File: src/rtl/csr_pkg.sv
// Shared definitions for the CSR/trap sequencer: CSR addresses, op and cause
// encodings, mstatus field positions, FSM states and mstatus update helpers.
package csr_pkg;

  localparam logic [11:0] CSR_MSTATUS = 12'h300;
  localparam logic [11:0] CSR_MTVEC   = 12'h305;
  localparam logic [11:0] CSR_MEPC    = 12'h341;
  localparam logic [11:0] CSR_MCAUSE  = 12'h342;

  typedef enum logic [1:0] {
    OP_CSRRW = 2'b00,
    OP_CSRRS = 2'b01,
    OP_ECALL = 2'b10,
    OP_MRET  = 2'b11
  } op_e;

  localparam logic [31:0] CAUSE_ECALL_M = 32'd11;
  localparam logic [31:0] CAUSE_M_TIMER = 32'h8000_0007;

  localparam int MIE_BIT  = 3;
  localparam int MPIE_BIT = 7;
  localparam int MPP_HI   = 12;
  localparam int MPP_LO   = 11;

  typedef enum logic [2:0] {
    S_IDLE,
    S_CSR,
    S_T_EPC,
    S_T_CAUSE,
    S_T_STAT,
    S_M_STAT,
    S_VEC
  } state_e;

  // Trap entry: stash MIE in MPIE, disable interrupts, record M-mode as previous.
  function automatic logic [31:0] trap_mstatus(input logic [31:0] s);
    logic [31:0] r;
    r = s;
    r[MPIE_BIT] = s[MIE_BIT];
    r[MIE_BIT] = 1'b0;
    r[MPP_HI:MPP_LO] = 2'b11;
    return r;
  endfunction

  // Trap return: restore MIE from MPIE and leave MPIE set.
  function automatic logic [31:0] mret_mstatus(input logic [31:0] s);
    logic [31:0] r;
    r = s;
    r[MIE_BIT] = s[MPIE_BIT];
    r[MPIE_BIT] = 1'b1;
    return r;
  endfunction

endpackage

File: src/rtl/csr_trap_seq_if.sv
// Bundle of the core request/response, redirect and CSR file port signals.
// The sequencer uses the slave view; the core/CSR-file side uses master.
interface csr_trap_seq_if;
  logic        req_valid;
  logic        req_ready;
  logic [1:0]  req_op;
  logic [11:0] req_addr;
  logic [31:0] req_wdata;
  logic [31:0] req_pc;
  logic        irq;
  logic        rsp_valid;
  logic [31:0] rsp_rdata;
  logic        redir_valid;
  logic [31:0] redir_pc;
  logic [11:0] csr_addr;
  logic        csr_we;
  logic [31:0] csr_wdata;
  logic [31:0] csr_rdata;
  logic        mstatus_mie;

  modport slave (
    input  req_valid, req_op, req_addr, req_wdata, req_pc, irq, csr_rdata, mstatus_mie,
    output req_ready, rsp_valid, rsp_rdata, redir_valid, redir_pc, csr_addr, csr_we, csr_wdata
  );

  modport master (
    output req_valid, req_op, req_addr, req_wdata, req_pc, irq, csr_rdata, mstatus_mie,
    input  req_ready, rsp_valid, rsp_rdata, redir_valid, redir_pc, csr_addr, csr_we, csr_wdata
  );
endinterface

File: src/rtl/csr_trap_seq.sv
// Serialises CSR instructions, ECALL, MRET and timer-interrupt entry through the
// single read/write port of the machine-mode CSR file.
module csr_trap_seq
  import csr_pkg::*;
#(
  parameter logic [31:0] RESET_VEC = 32'h8000_0000
) (
  input  logic          clk,
  input  logic          rst_n,
  csr_trap_seq_if.slave bus
);

  state_e      state_reg, state_next;
  op_e         op_reg;
  logic [11:0] addr_reg;
  logic [31:0] wdata_reg;
  logic [31:0] pc_reg;
  logic [31:0] cause_reg;
  logic        vec_mtvec_reg;
  logic        rsp_valid_reg, redir_valid_reg;
  logic [31:0] rsp_rdata_reg, redir_pc_reg;

  logic        accept;
  logic        take_irq;
  logic [31:0] tvec_masked;
  logic [31:0] vec_target;
  logic [11:0] csr_addr_c;
  logic        csr_we_c;
  logic [31:0] csr_wdata_c;

  assign bus.req_ready = rst_n && (state_reg == S_IDLE);
  assign accept        = bus.req_valid && bus.req_ready;
  assign take_irq      = bus.irq && bus.mstatus_mie;

  // An all-zero (masked) mtvec means the vector was never programmed.
  assign tvec_masked = bus.csr_rdata & ~32'h3;
  assign vec_target  = !vec_mtvec_reg       ? bus.csr_rdata :
                       (tvec_masked == '0)  ? RESET_VEC     : tvec_masked;

  always_ff @(posedge clk or negedge rst_n) begin
    if (!rst_n) begin
      state_reg <= S_IDLE;
    end else begin
      state_reg <= state_next;
    end
  end

  always_comb begin
    state_next = state_reg;
    case (state_reg)
      S_IDLE: begin
        if (accept) begin
          if (take_irq) begin
            state_next = S_T_EPC;
          end else begin
            case (op_e'(bus.req_op))
              OP_CSRRW, OP_CSRRS: state_next = S_CSR;
              OP_ECALL:           state_next = S_T_EPC;
              default:            state_next = S_M_STAT;
            endcase
          end
        end
      end
      S_CSR:     state_next = S_IDLE;
      S_T_EPC:   state_next = S_T_CAUSE;
      S_T_CAUSE: state_next = S_T_STAT;
      S_T_STAT:  state_next = S_VEC;
      S_M_STAT:  state_next = S_VEC;
      S_VEC:     state_next = S_IDLE;
      default:   state_next = S_IDLE;
    endcase
  end

  always_comb begin
    csr_addr_c  = '0;
    csr_we_c    = 1'b0;
    csr_wdata_c = '0;
    case (state_reg)
      S_CSR: begin
        csr_addr_c  = addr_reg;
        csr_wdata_c = (op_reg == OP_CSRRW) ? wdata_reg : (bus.csr_rdata | wdata_reg);
        csr_we_c    = (op_reg == OP_CSRRW) || (wdata_reg != '0);
      end
      S_T_EPC: begin
        csr_addr_c  = CSR_MEPC;
        csr_we_c    = 1'b1;
        csr_wdata_c = pc_reg;
      end
      S_T_CAUSE: begin
        csr_addr_c  = CSR_MCAUSE;
        csr_we_c    = 1'b1;
        csr_wdata_c = cause_reg;
      end
      S_T_STAT: begin
        csr_addr_c  = CSR_MSTATUS;
        csr_we_c    = 1'b1;
        csr_wdata_c = trap_mstatus(bus.csr_rdata);
      end
      S_M_STAT: begin
        csr_addr_c  = CSR_MSTATUS;
        csr_we_c    = 1'b1;
        csr_wdata_c = mret_mstatus(bus.csr_rdata);
      end
      S_VEC: begin
        csr_addr_c = vec_mtvec_reg ? CSR_MTVEC : CSR_MEPC;
      end
      default: begin
        csr_addr_c = '0;
      end
    endcase
  end

  assign bus.csr_addr  = csr_addr_c;
  assign bus.csr_we    = csr_we_c;
  assign bus.csr_wdata = csr_wdata_c;

  always_ff @(posedge clk or negedge rst_n) begin
    if (!rst_n) begin
      op_reg          <= OP_CSRRW;
      addr_reg        <= '0;
      wdata_reg       <= '0;
      pc_reg          <= '0;
      cause_reg       <= '0;
      vec_mtvec_reg   <= 1'b0;
      rsp_valid_reg   <= 1'b0;
      rsp_rdata_reg   <= '0;
      redir_valid_reg <= 1'b0;
      redir_pc_reg    <= '0;
    end else begin
      rsp_valid_reg   <= (state_reg == S_CSR);
      redir_valid_reg <= (state_reg == S_VEC);
      if (state_reg == S_CSR) begin
        rsp_rdata_reg <= bus.csr_rdata;
      end
      if (state_reg == S_VEC) begin
        redir_pc_reg <= vec_target;
      end
      if (accept) begin
        op_reg        <= op_e'(bus.req_op);
        addr_reg      <= bus.req_addr;
        wdata_reg     <= bus.req_wdata;
        pc_reg        <= bus.req_pc;
        cause_reg     <= take_irq ? CAUSE_M_TIMER : CAUSE_ECALL_M;
        // Only a genuine MRET vectors through mepc; every trap uses mtvec.
        vec_mtvec_reg <= take_irq || (op_e'(bus.req_op) != OP_MRET);
      end
    end
  end

  assign bus.rsp_valid   = rsp_valid_reg;
  assign bus.rsp_rdata   = rsp_rdata_reg;
  assign bus.redir_valid = redir_valid_reg;
  assign bus.redir_pc    = redir_pc_reg;

endmodule

File: src/flat_wrapper.sv
// flat-port wrapper written by rule: the top's interface ports become plain ports
module csr_trap_seq_flat import csr_pkg::*;
#(
  parameter logic [31:0] RESET_VEC = 32'h8000_0000
)
  (clk, rst_n, bus_req_valid, bus_req_op, bus_req_addr, bus_req_wdata, bus_req_pc, bus_irq, bus_csr_rdata, bus_mstatus_mie, bus_req_ready, bus_rsp_valid, bus_rsp_rdata, bus_redir_valid, bus_redir_pc, bus_csr_addr, bus_csr_we, bus_csr_wdata);
  csr_trap_seq_if bus_i ();
  input  logic clk;
  input  logic rst_n;
  input wire logic [$bits(bus_i.req_valid)-1:0] bus_req_valid;
  input wire logic [$bits(bus_i.req_op)-1:0] bus_req_op;
  input wire logic [$bits(bus_i.req_addr)-1:0] bus_req_addr;
  input wire logic [$bits(bus_i.req_wdata)-1:0] bus_req_wdata;
  input wire logic [$bits(bus_i.req_pc)-1:0] bus_req_pc;
  input wire logic [$bits(bus_i.irq)-1:0] bus_irq;
  input wire logic [$bits(bus_i.csr_rdata)-1:0] bus_csr_rdata;
  input wire logic [$bits(bus_i.mstatus_mie)-1:0] bus_mstatus_mie;
  output wire logic [$bits(bus_i.req_ready)-1:0] bus_req_ready;
  output wire logic [$bits(bus_i.rsp_valid)-1:0] bus_rsp_valid;
  output wire logic [$bits(bus_i.rsp_rdata)-1:0] bus_rsp_rdata;
  output wire logic [$bits(bus_i.redir_valid)-1:0] bus_redir_valid;
  output wire logic [$bits(bus_i.redir_pc)-1:0] bus_redir_pc;
  output wire logic [$bits(bus_i.csr_addr)-1:0] bus_csr_addr;
  output wire logic [$bits(bus_i.csr_we)-1:0] bus_csr_we;
  output wire logic [$bits(bus_i.csr_wdata)-1:0] bus_csr_wdata;
  assign bus_i.req_valid = bus_req_valid;
  assign bus_i.req_op = bus_req_op;
  assign bus_i.req_addr = bus_req_addr;
  assign bus_i.req_wdata = bus_req_wdata;
  assign bus_i.req_pc = bus_req_pc;
  assign bus_i.irq = bus_irq;
  assign bus_i.csr_rdata = bus_csr_rdata;
  assign bus_i.mstatus_mie = bus_mstatus_mie;
  assign bus_req_ready = bus_i.req_ready;
  assign bus_rsp_valid = bus_i.rsp_valid;
  assign bus_rsp_rdata = bus_i.rsp_rdata;
  assign bus_redir_valid = bus_i.redir_valid;
  assign bus_redir_pc = bus_i.redir_pc;
  assign bus_csr_addr = bus_i.csr_addr;
  assign bus_csr_we = bus_i.csr_we;
  assign bus_csr_wdata = bus_i.csr_wdata;
  csr_trap_seq #(.RESET_VEC(RESET_VEC)) u_core (.clk(clk), .rst_n(rst_n), .bus(bus_i));
endmodule
File: config.mk
export PLATFORM = sky130hd
export DESIGN_NAME = csr_trap_seq_flat
export DESIGN_NICKNAME = d
export VERILOG_FILES = /design/src/rtl/csr_pkg.sv /design/src/rtl/csr_trap_seq_if.sv /design/src/rtl/csr_trap_seq.sv /design/src/flat_wrapper.sv
export SDC_FILE = /design/constraint.sdc
export NUM_CORES = 1
export LEC_CHECK = 0
export BUFFER_PORTS_ARGS = -buffer_cell sky130_fd_sc_hd__buf_2
export CORE_ASPECT_RATIO = 0.75
export CORE_MARGIN = 8
export CORE_UTILIZATION = 31
export CTS_CLUSTER_DIAMETER = 200
export CTS_CLUSTER_SIZE = 16
export DETAILED_ROUTE_END_ITERATION = 8
export PLACE_DENSITY_LB_ADDON = 0.08
export SETUP_SLACK_MARGIN = 0.05
export SYNTH_ARGS = -nofsm -noshare
export SYNTH_HDL_FRONTEND = slang
export SYNTH_SLANG_ARGS = --single-unit
File: constraint.sdc
create_clock -name clk -period 3 [get_ports clk]
set_clock_uncertainty 0.15 [all_clocks]
set_input_delay 0.6 -clock clk [delete_from_list [all_inputs] [get_ports clk]]
set_output_delay 0.6 -clock clk [all_outputs]
set_load 0.02 [all_outputs]
---- Word level (Yosys, flattened, before mapping) ----
Cells that the tools add are included.
word-level totals
  flip-flop bits (word level) ............. 180
  input bits .............................. 115
cells by class
  equality and inequality tests ........... 10
  muxes and demuxes ....................... 12
  bitwise gates (word level) .............. 1
  reductions and logical operators ........ 13
operator list
  cell                  number
  $pmux W32 S5          1
  $mux W32              4
  $pmux W12 S5          1
  $logic_not A32 Y1     1
  $or A32 B32 Y32       1
  $reduce_bool A32 Y1   1
  $pmux W3 S4           1
  $eq A3 B3 Y1 const B  3
  $mux W7               1
  $eq A3 B2 Y1 const B  2
  $mux W3               2
  $pmux W3 S2           1
  $logic_not A2 Y1      2
  $reduce_or A2 Y1      2
  $reduce_or A4 Y1      1
  $eq A3 B1 Y1 const B  1
  $logic_and A1 B1 Y1   3
  $logic_not A3 Y1      1
  $eq A2 B1 Y1 const B  1
  $eq A2 B2 Y1 const B  1
  $logic_or A1 B1 Y1    2
  $ne A2 B1 Y1 const B  1
  $ne A2 B2 Y1 const B  1
  $pmux W1 S2           1

---- Longest topological paths before layout ----
Gate-level depths: netlist of run 1.
  depth in word-level cells ............... 6
  depth in mapped cells ................... 8
  mapped depth without buffers ............ 6

---- Least setup slack after synthesis of run 1 ----
Ideal clock, no wire load.
  path kind ............................... reg2out
  from .................................... register u_core.state_reg[1]
  to ...................................... output port bus_csr_addr[1]
  arrival ................................. 2.572 ns
  data required time ...................... 2.250 ns
  slack ................................... -0.322 ns
  cell stages (with the launch flop) ...... 7
  buffers on the path ..................... 2
  cell sequence ........................... dfrtp_1 -> inv_1 -> clkbuf_1 -> buf_1 -> ha_1 -> nor2_1 -> a2111oi_0
on the way
  longest elaborated chain between the ends .. 3
  elaborated cells between the ends (all ways) .. 8
  those cells by class .................... 6 x eq/ne; 1 x mux; 1 x reduce/logical
ends and longest elaborated chain
  what                               RTL line            source
  from (decl)                        csr_trap_seq.sv:13  state_e state_reg, state_next;
  from (signal assigned)             csr_trap_seq.sv:44  state_reg <= state_next;
  $eq A3 B3 Y1                       csr_trap_seq.sv:78  case (state_reg)
  $reduce_or A2 Y1 (no source line)  -
  $pmux W12 S5 (*)                   csr_trap_seq.sv:78
  to (decl)                          flat_wrapper.sv:23  output wire logic [$bits(bus_i.csr_addr)-1:0] bus_csr_addr;
Every way passes the cells marked *; elsewhere a longest branch is shown, timed or not.

---- Worst setup path in the final report of run 1 ----
  from .................................... register u_core.wdata_reg[7]
  to ...................................... output port bus_csr_we
on the way
  longest elaborated chain between the ends .. 3
ends and longest elaborated chain
  what                    RTL line             source
  from (decl)             csr_trap_seq.sv:16   logic [31:0] wdata_reg;
  from (signal assigned)  csr_trap_seq.sv:141  wdata_reg <= bus.req_wdata;
  $reduce_bool A32 Y1     csr_trap_seq.sv:82   csr_we_c = (op_reg == OP_CSRRW) || (wdata_reg != '0);
  $logic_or A1 B1 Y1      csr_trap_seq.sv:82
  $pmux W1 S2             csr_trap_seq.sv:78
  to (decl)               flat_wrapper.sv:24   output wire logic [$bits(bus_i.csr_we)-1:0] bus_csr_we;
No other way between the ends.

==> reports/results.txt, run 1 <==
most frequent cells in the layout: 351 x nand2_1, 213 x buf_2, 150 x dfrtp_1, 37 x mux2_2, 26 x a22o_1
crit path capture type: output port
vias per cell: 4.76
Bufs and invs on worst path: 1
I/O pins: 227
R2R Setup Slk: 0.79 ns
Worst Path Required: 2.25 ns
Post-DRT Antenna Nets: 0
Core Area: 22800 sq um
Initial Util: 0.312
NumNets Final: 1112
first-pass GRT wire length: 41300 microns
wirelength, routed: 26800 microns
Max stage delay on crit path: 0.53 ns
multi-input logic area: 3140 sq um
Layout area overhead: 32.9%
CP delay by family, top: simple AND/OR/NAND/NOR gates
Area after DPL: 8640 sq um
Flop pwr share: 0.318
max capacitance violation total: 0
most common cell after layout, fill and taps aside: nand2_1
Critical-path top delay cell: or4_4
Slew @ Worst Pin: 0.682 ns
clock power share: 0.200
Max Fclk: 0.335 GHz
Final Wtd Congestion: 0.773
syn_nets: 890
Final Cycle Share: 0.994
Die Y-Extent: 147 microns
Worst-Skew Late Latency: 0.43 ns
total grt overflow: 0
crit path kind: flip-flop to output port
Setup crit start: u_core.wdata_reg[7]
relative slew slack: 0.545
Reg area: 3780 sq um
FILL cells: 2360
DR pass1 iterations: 5
async set-or-reset flop fraction in the synthesized netlist: 1.00
cells after synthesis: 773
crit-path cells: or4_4, or4_4, nor2_4, a41oi_2, buf_4
Net Switching: 4.90 mW
cts bufs inserted: 17
total chip power: 11.4 mW
Leak: 4.81 nW
Root Buffer: clkbuf_16
number of synthesized flops with an enable pin: 0
Worst setup SP type: flip-flop
CTS Buffer Depth: 2
Port Buf Inserts: 226
Tmin final: 2.98 ns
Worst-path clk slew: 0.07 ns
initial antenna violation count: 1
crit path DAT: 2.23 ns
die width: 191 microns
Seq/Total Area, Yosys: 0.532
TritonCTS clock tree: yes
hold crit path type: input port to async pin
largest net degree at the start of global routing: 113
Net Sw Frac: 0.430
row count: 48
vias in the first global route: 6700
syn avg cell area: 9.20 sq um
peak supply drop: 0.508 mV
H-tree depth: 4
power density over the cells: 1210 nW/um^2
internal power: 6.50 mW
DRC Markers: 0
via count: 6234
dpl ws: 0.273 ns
critical path's most frequent cell: or4_4
#FFs+latches synth: 151
DP Cell Count: 1275
share of layout cells above drive strength 1: 0.361
Core Util, Final: 0.415
Slew Viols, Final: 0
RSZ-0062 raised after global routing: yes
number of library cell types mapped by synthesis: 45
combinational share of power: 0.481
final setup fails: 0
area of the die: 28100 sq um
status: completed
warnings from Yosys: 0
final non-filler cell total: 1309
Mapped Area: 7110 sq um
FF-to-FF Start: u_core.state_reg[1]
gr usage total: 0.191
setup TNS: 0 ns
Final HPWL DP: 19300 microns
final hold violations: 0
Hold Slack: 0.0996 ns
Primary FF master, synth: dfrtp_1
post-route cell area: 9450 sq um
Initial DRC Count: 404
WL/cell: 20.5 microns
hold_buf cts: 0
fin worst setup slack: 0.0183 ns
crit-path max FO: 3
CTS Sinks: 151
==> power by group through the flow <==
stage | sequential [mW] | clock, mW | combinational [mW]
6_report | 3.63 | 2.28 | 5.49
5_1_grt | 3.76 | 2.43 | 6.01
2_1_floorplan | 4.05 | 0 | 2.93
3_3_place_gp | 3.65 | 0 | 5.31
4_1_cts | 3.63 | 2.35 | 5.46
3_5_place_dp | 3.64 | 0 | 5.33
==> cell type report <==
class	instances	area share
clock inverter	12	0.0175
sequential	151	0.400
antenna	1	0.000265
clock buffer	20	0.0484
tap	300	0.0397
multi-input combinational	566	0.332
timing repair buffer	254	0.160
inverter	5	0.00199
==> final timing paths <==
| path | cells after the start | end |
|---|---|---|
| worst min register to register | 2 | u_core.bus.redir_pc[19] |
| worst min-delay path | 2 | u_core.bus.redir_pc[4] |
| max in group asynchronous | 3 | u_core.wdata_reg[5] |
| min in group clk | 3 | u_core.addr_reg[2] |
| worst max-delay path | 5 | bus_csr_we |
| worst max register to register | 6 | u_core.pc_reg[18] |
==> logic make-up (layout without fill, tap and decap cells) <==
kind of cell / Yosys count / count (layout) / synth area share
simple gates: 410 / 410 / 0.236
mux: 40 / 40 / 0.0628
flops: 151 / 151 / 0.532
buf+inv: 56 / 291 / 0.0410
fa+ha+maj: 2 / 2 / 0.00352
other cells: 0 / 1 / 0
compound gates: 114 / 114 / 0.125
==> repair_timing <==
action	CTS	global route
endpoints found under the hold margin	0	0
setup buffers	1	0
pin swaps	0	8
endpoints found under the setup margin	38	18
gates resized for setup	22	30
==> cell usage after synthesis, types with 2 or more instances <==
| cell type | count | area share |
|---|---|---|
| a21boi_0 | 2 | 0.0021 |
| a21o_1 | 2 | 0.0021 |
| a21oi_1 | 22 | 0.015 |
| a21oi_2 | 8 | 0.0099 |
| a22o_1 | 26 | 0.032 |
| a22oi_1 | 22 | 0.023 |
| a22oi_2 | 8 | 0.014 |
| a2bb2oi_1 | 2 | 0.0025 |
| a31oi_1 | 2 | 0.0018 |
| a41oi_1 | 3 | 0.0037 |
| and2_1 | 2 | 0.0018 |
| and3_1 | 6 | 0.0053 |
| buf_1 | 3 | 0.0016 |
| buf_2 | 23 | 0.016 |
| buf_6 | 5 | 0.0079 |
| clkbuf_1 | 18 | 0.0095 |
| dfrtp_1 | 151 | 0.53 |
| ha_1 | 2 | 0.0035 |
| inv_1 | 5 | 0.0026 |
| mux2_2 | 37 | 0.059 |
| mux2i_1 | 3 | 0.0042 |
| nand2_1 | 352 | 0.19 |
| nand2b_1 | 5 | 0.0044 |
| nand4_1 | 2 | 0.0018 |
| nor2_1 | 16 | 0.0084 |
| nor2b_1 | 3 | 0.0026 |
| nor3_1 | 2 | 0.0014 |
| nor4_1 | 11 | 0.0097 |
| nor4b_1 | 2 | 0.0025 |
| o21ai_0 | 6 | 0.0042 |
| o22a_1 | 4 | 0.0049 |
| o2bb2ai_1 | 3 | 0.0037 |
| or4_1 | 3 | 0.0032 |
==> metal layers <==
metal	wire length, microns	vias up	GRT usage
met5	10	-	0
met4	229	2	0.0399
met3	1890	16	0.0514
met2	11800	171	0.288
met1	12900	2999	0.268
li1	-	3046	-
No activity file was read; power rests on OpenSTA's default activity.
==> inputs of run 2 (changes only) <==
--- a/config.mk
+++ b/config.mk
@@ -5,10 +5,11 @@
 export SDC_FILE = /design/constraint.sdc
 export NUM_CORES = 1
 export LEC_CHECK = 0
+export ABC_AREA = 1
 export BUFFER_PORTS_ARGS = -buffer_cell sky130_fd_sc_hd__buf_2
 export CORE_ASPECT_RATIO = 0.75
 export CORE_MARGIN = 8
-export CORE_UTILIZATION = 31
+export CORE_UTILIZATION = 51
 export CTS_CLUSTER_DIAMETER = 200
 export CTS_CLUSTER_SIZE = 16
 export DETAILED_ROUTE_END_ITERATION = 8
@@ -17,3 +18,4 @@
 export SYNTH_ARGS = -nofsm -noshare
 export SYNTH_HDL_FRONTEND = slang
 export SYNTH_SLANG_ARGS = --single-unit
+export TNS_END_PERCENT = 20
==> run 2 against run 1 <==
  * Via count is 4.0% higher
  * Non-clock buffer count is 12 lower
  * Final cell count is 3.2% lower
  * Synthesized cell count is 12% higher
  * Sequential power is 2% lower
  * Critical path depth is 2 higher
  * Clock power is 6% lower
  * Setup slack better by 0.17 ns
  * Design area is 6.0% lower
  * Largest cell class unchanged
  * Critical endpoint unchanged
==> reports/results.txt, run 2 <==
Port Buf Inserts: 226
Tmin final: 2.81 ns
complex-gate fraction of the synthesized area: 0.161
Mapped Area: 6920 sq um
Final Wtd Congestion: 0.836
dpl ws: 0.228 ns
Core Area: 13500 sq um
via count: 6486
mux contribution to synthesized area: 0
Post-synth top cells: 268 x nand2_1, 151 x dfrtp_1, 135 x o21ai_0
most numerous cell in the Yosys netlist: nand2_1
Final HPWL DP: 15400 microns
number of library cell types mapped by synthesis: 26
Critical-path top delay cell: dfrtp_2
crit path DAT: 2.06 ns
Synth Area in Adders: 0.00361
Slew @ Worst Pin: 0.849 ns
Max stage delay on crit path: 0.46 ns
die width: 151 microns
RSZ-0062 raised after global routing: no
Worst setup SP type: flip-flop
Max Fclk: 0.356 GHz
cells after synthesis: 862
async set-or-reset flop fraction in the synthesized netlist: 1.00
relative slew slack: 0.434
crit path capture type: output port
area of the die: 17600 sq um
cts bufs inserted: 17
status: completed
final hold violations: 0
gr usage total: 0.252
multi-input logic area: 2600 sq um
simple logic cell fraction of the synthesized area: 0.204
DRC Markers: 0
TritonCTS clock tree: yes
Post-DRT Antenna Nets: 0
Reg area: 3780 sq um
initial antenna violation count: 2
Initial Util: 0.514
H-tree depth: 4
post-route cell area: 8880 sq um
Slew Viols, Final: 0
crit-path cells: ha_1, inv_1, nor3_2, nand3_1, nor2_1, nor2_1, buf_2
Worst-path clk slew: 0.06 ns
DP Cell Count: 1230
vias in the first global route: 6588
CTS Buffer Depth: 2
final non-filler cell total: 1267
setup TNS: 0 ns
Root Buffer: clkbuf_16
Layout area overhead: 28.2%
FILL cells: 1190
area share of xor/xnor cells in the synthesized design: 0
NumNets Final: 1195
crit path kind: flip-flop to output port
most common cell after layout, fill and taps aside: nand2_1
final setup fails: 0
Primary FF master, synth: dfrtp_1
first-pass GRT wire length: 34500 microns
CTS Sinks: 151
Hold Slack: 0.128 ns
number of synthesized flops with an enable pin: 0
Setup crit start: u_core.state_reg[2]
Worst Path Required: 2.25 ns
I/O pins: 227
Synth area leaders: dfrtp_1 55%, nand2_1 15%, o21ai_0 9.8%
share of layout cells above drive strength 1: 0.268
max capacitance violation total: 0
largest area contributor in the netlist: dfrtp_1
Synth top area share: 0.546
critical path's most frequent cell: nor2_1
Worst-Skew Late Latency: 0.41 ns
Final Cycle Share: 0.936
syn_nets: 979
DR pass1 iterations: 5
#FFs+latches synth: 151
vias per cell: 5.12
wirelength, routed: 21900 microns
main combinational cell family by area after synthesis: simple AND/OR/NAND/NOR gates
largest net degree at the start of global routing: 152
warnings from Yosys: 0
total grt overflow: 0
Initial DRC Count: 510
WL/cell: 17.3 microns
crit-path max FO: 6
Leak: 4.68 nW
syn avg cell area: 8.03 sq um
most frequent cells in the layout: 266 x nand2_1, 225 x buf_2, 149 x dfrtp_1, 135 x o21ai_0, 90 x inv_1
peak supply drop: 0.571 mV
power density over the cells: 1150 nW/um^2
row count: 37
Die Y-Extent: 117 microns
Area after DPL: 8190 sq um
FF-to-FF Start: u_core.state_reg[2]
Seq/Total Area, Yosys: 0.546
hold crit path type: input port to async pin
fin worst setup slack: 0.191 ns
==> run 2: timing repair <==
item | 4_1_cts | 5_1_grt
gates resized for setup | 4 | 8
hold buffers | 0 | 0
gates cloned | 1 | 0
setup buffers | 2 | 1
pin swaps | 1 | 1
endpoints found under the setup margin | 33 | 36
==> run 2: area by class of cell <==
| class | instances | area share |
|---|---|---|
| Sequential cell | 151 | 0.426 |
| Clock buffer | 20 | 0.0503 |
| Tap cell | 175 | 0.0247 |
| Clock inverter | 12 | 0.0159 |
| Timing Repair Buffer | 242 | 0.150 |
| Multi-Input combinational cell | 573 | 0.293 |
| Antenna cell | 1 | 0.000282 |
| Inverter | 93 | 0.0403 |
==> run 2: worst paths after layout <==
check                      cells past startpoint                  end  slack (ns)
setup reg to reg                               8   u_core.addr_reg[8]        0.98
max in group asynchronous                      2  u_core.state_reg[2]        1.89
min in group clk                               3     u_core.pc_reg[6]        0.23
hold / removal                                 2   u_core.addr_reg[5]        0.13
setup / recovery                               7           bus_csr_we        0.19
hold reg to reg                                1  u_core.cause_reg[1]        0.32
==> run 2: kinds of logic (layout without fill, tap and decap cells) <==
family	count (synthesis)	in the layout
adders and majority gates	2	2
other	0	1
AOI/OAI and AO/OA	209	209
buffers and inverters	139	367
and+or+nand+nor	361	362
DFF	151	151
==> run 2: metrics by stage <==
stage,util,total power [mW]
final,0.659,10.2
after global routing,0.659,10.9
after CTS,0.656,10.2
after detailed placement,0.608,7.90
after global placement,0.608,7.84
after floorplan,-,6.33
==> run 2: layer usage <==
layer  GRT usage  part of all wire
met4      0.0611             0.011
met3      0.0645             0.091
met2       0.388              0.45
met1       0.352              0.45
met5           0           0.00082
==> run 2: worst max-delay path: cells and delay by family, from the launching register on <==
family	cells	cell delay, ns
simple gates	4	0.59
flops	1	0.46
buf+inv	2	0.29
fa+ha+maj	1	0.31
==> run 2: report_power, final <==
| part | switching, mW | internal [mW] | total [mW] |
|---|---|---|---|
| Sequential | 0.523 | 3.03 | 3.56 |
| Combinational | 3.04 | 1.49 | 4.52 |
| Clock | 0.888 | 1.26 | 2.15 |
==> inputs of run 3 (changes only) <==
--- a/config.mk
+++ b/config.mk
@@ -5,7 +5,6 @@
 export SDC_FILE = /design/constraint.sdc
 export NUM_CORES = 1
 export LEC_CHECK = 0
-export ABC_AREA = 1
 export BUFFER_PORTS_ARGS = -buffer_cell sky130_fd_sc_hd__buf_2
 export CORE_ASPECT_RATIO = 0.75
 export CORE_MARGIN = 8
@@ -14,7 +13,7 @@
 export CTS_CLUSTER_SIZE = 16
 export DETAILED_ROUTE_END_ITERATION = 8
 export PLACE_DENSITY_LB_ADDON = 0.08
-export SETUP_SLACK_MARGIN = 0.05
+export SETUP_SLACK_MARGIN = 0.02
 export SYNTH_ARGS = -nofsm -noshare
 export SYNTH_HDL_FRONTEND = slang
 export SYNTH_SLANG_ARGS = --single-unit
==> run 3 against run 2 <==
  * Count of clock-buffer cells in the layout is the same
  * Largest power group unchanged
  * Clock power is essentially flat
  * Via count shrank 2.4%
  * Sequential power grew 3%
==> reports/results.txt, run 3 (synthesis results as in run 1) <==
total grt overflow: 0
I/O pins: 227
vias per cell: 5.40
DRC Markers: 0
metal3 WL: 1860 microns
Worst-Skew Late Latency: 0.42 ns
max capacitance violation total: 0
cts bufs inserted: 17
crit path capture type: output port
Slew @ Worst Pin: 0.816 ns
RSZ-0062 raised after global routing: yes
relative slew slack: 0.456
area of the die: 18000 sq um
combinational share of power: 0.470
largest net degree at the start of global routing: 152
final non-filler cell total: 1172
Post-Route M1 WL: 10800 microns
crit path DAT: 2.18 ns
WL/cell: 19.6 microns
Initial DRC Count: 471
TritonCTS clock tree: yes
Die Y-Extent: 118 microns
wirelength, routed: 23000 microns
Reg area: 3780 sq um
initial antenna violation count: 2
H-tree depth: 4
first-pass GRT wire length: 36300 microns
Initial Util: 0.521
final setup fails: 0
NumNets Final: 1104
Net Sw Frac: 0.427
DP Cell Count: 1143
gr usage total: 0.255
crit path kind: flip-flop to output port
fin worst setup slack: 0.0682 ns
FILL cells: 1167
vias in the first global route: 6449
Post-DRT Antenna Nets: 0
final hold violations: 0
Root Buffer: clkbuf_16
R2R Setup Slk: 0.75 ns
Max Fclk: 0.341 GHz
most common cell after layout, fill and taps aside: nand2_1
Leak: 4.71 nW
row count: 37
Core Area: 13700 sq um
Worst setup SP type: flip-flop
CTS Buffer Depth: 2
Final Cycle Share: 0.977
routed wl met2: 9960 microns
multi-input logic area: 3070 sq um
DR pass1 iterations: 7
power density over the cells: 1210 nW/um^2
crit-path max FO: 43
die width: 152 microns
status: completed
Tmin final: 2.93 ns
CTS Sinks: 151
hold_buf cts: 0
max layer used: met5
Hold Slack: 0.189 ns
most frequent cells in the layout: 351 x nand2_1, 223 x buf_2, 149 x dfrtp_1, 37 x mux2_2, 26 x a22o_1
Core Util, Final: 0.661
internal power: 6.25 mW
number of inserted diodes: 0
peak supply drop: 0.683 mV
Slew Viols, Final: 0
Port Buf Inserts: 226
Worst-path clk slew: 0.06 ns
Net Switching: 4.66 mW
Flop pwr share: 0.336
setup TNS: 0 ns
Worst Path Required: 2.25 ns
via count: 6333
clock power share: 0.195
Layout area overhead: 26.9%
hold crit path type: input port to async pin
Final HPWL DP: 16200 microns
dpl ws: 0.376 ns
share of layout cells above drive strength 1: 0.340
Final Wtd Congestion: 0.846
## run 3: changes by cell type in the layout (fill, tap and decap cells not counted), sizes merged, moves of 11 or more
cell | before | now
nand3 | 12 | 1
nand2 | 270 | 352
o21ai | 141 | 6
a22o | 0 | 26
inv | 95 | 5
mux2 | 0 | 37
nor2 | 70 | 17
nor4 | 0 | 11
## run 3: worst paths after layout
kind,from,end,cells after the start
min in group clk,bus_req_pc[10],u_core.pc_reg[10],3
worst max-delay path,u_core.state_reg[2],bus_csr_we,7
worst min-delay path,rst_n,u_core.bus.redir_pc[4],2
worst min register to register,u_core.bus.redir_pc[4],u_core.bus.redir_pc[4],2
worst max register to register,u_core.state_reg[1],u_core.state_reg[2],6
max in group asynchronous,rst_n,u_core.bus.redir_pc[14],2
## run 3: power groups by stage
stage	sequential, mW	combinational, mW	clock (mW)
after floorplan	4.05	2.93	0
after global placement	3.64	5.02	0
after detailed placement	3.66	5.08	0
after CTS	3.64	5.13	2.14
after global routing	3.76	5.56	2.23
final	3.66	5.12	2.12
## run 3: metrics by stage
stage | cell area [sq um] | power [mW]
after CTS | 9000 | 10.9
final | 9020 | 10.9
after floorplan | 7120 | 6.98
after global placement | 8420 | 8.66
after global routing | 9020 | 11.6
after detailed placement | 8420 | 8.74
## run 3: worst max-delay path, cell delays in order, from the launching register on
cell and delay [ns]:
dfrtp_2 0.42, buf_12 0.20, ha_1 0.33, nor4b_2 0.26, nand4_1 0.12, nor2_1 0.13, a41oi_1 0.11, buf_4 0.20
## run 3: layout make-up
| class | instances | area share |
|---|---|---|
| repair buffers | 246 | 0.150 |
| clock inverters | 9 | 0.0143 |
| multi-input cells | 566 | 0.341 |
| inverters | 5 | 0.00208 |
| flip-flops and latches | 151 | 0.419 |
| clock buffers | 20 | 0.0495 |
| well taps | 175 | 0.0243 |
## run 3: routing by layer
| metal | vias up | track usage |
|---|---|---|
| li1 | 3013 | - |
| met1 | 3019 | 0.355 |
| met2 | 268 | 0.377 |
| met4 | 4 | 0.0760 |
| met3 | 29 | 0.0794 |
| met5 | - | 0 |
## run 3: what timing repair did
item,in CTS,in global routing
setup buffers,0,0
pin swaps,0,0
gates resized for setup,5,5
setup endpoints to repair,33,22
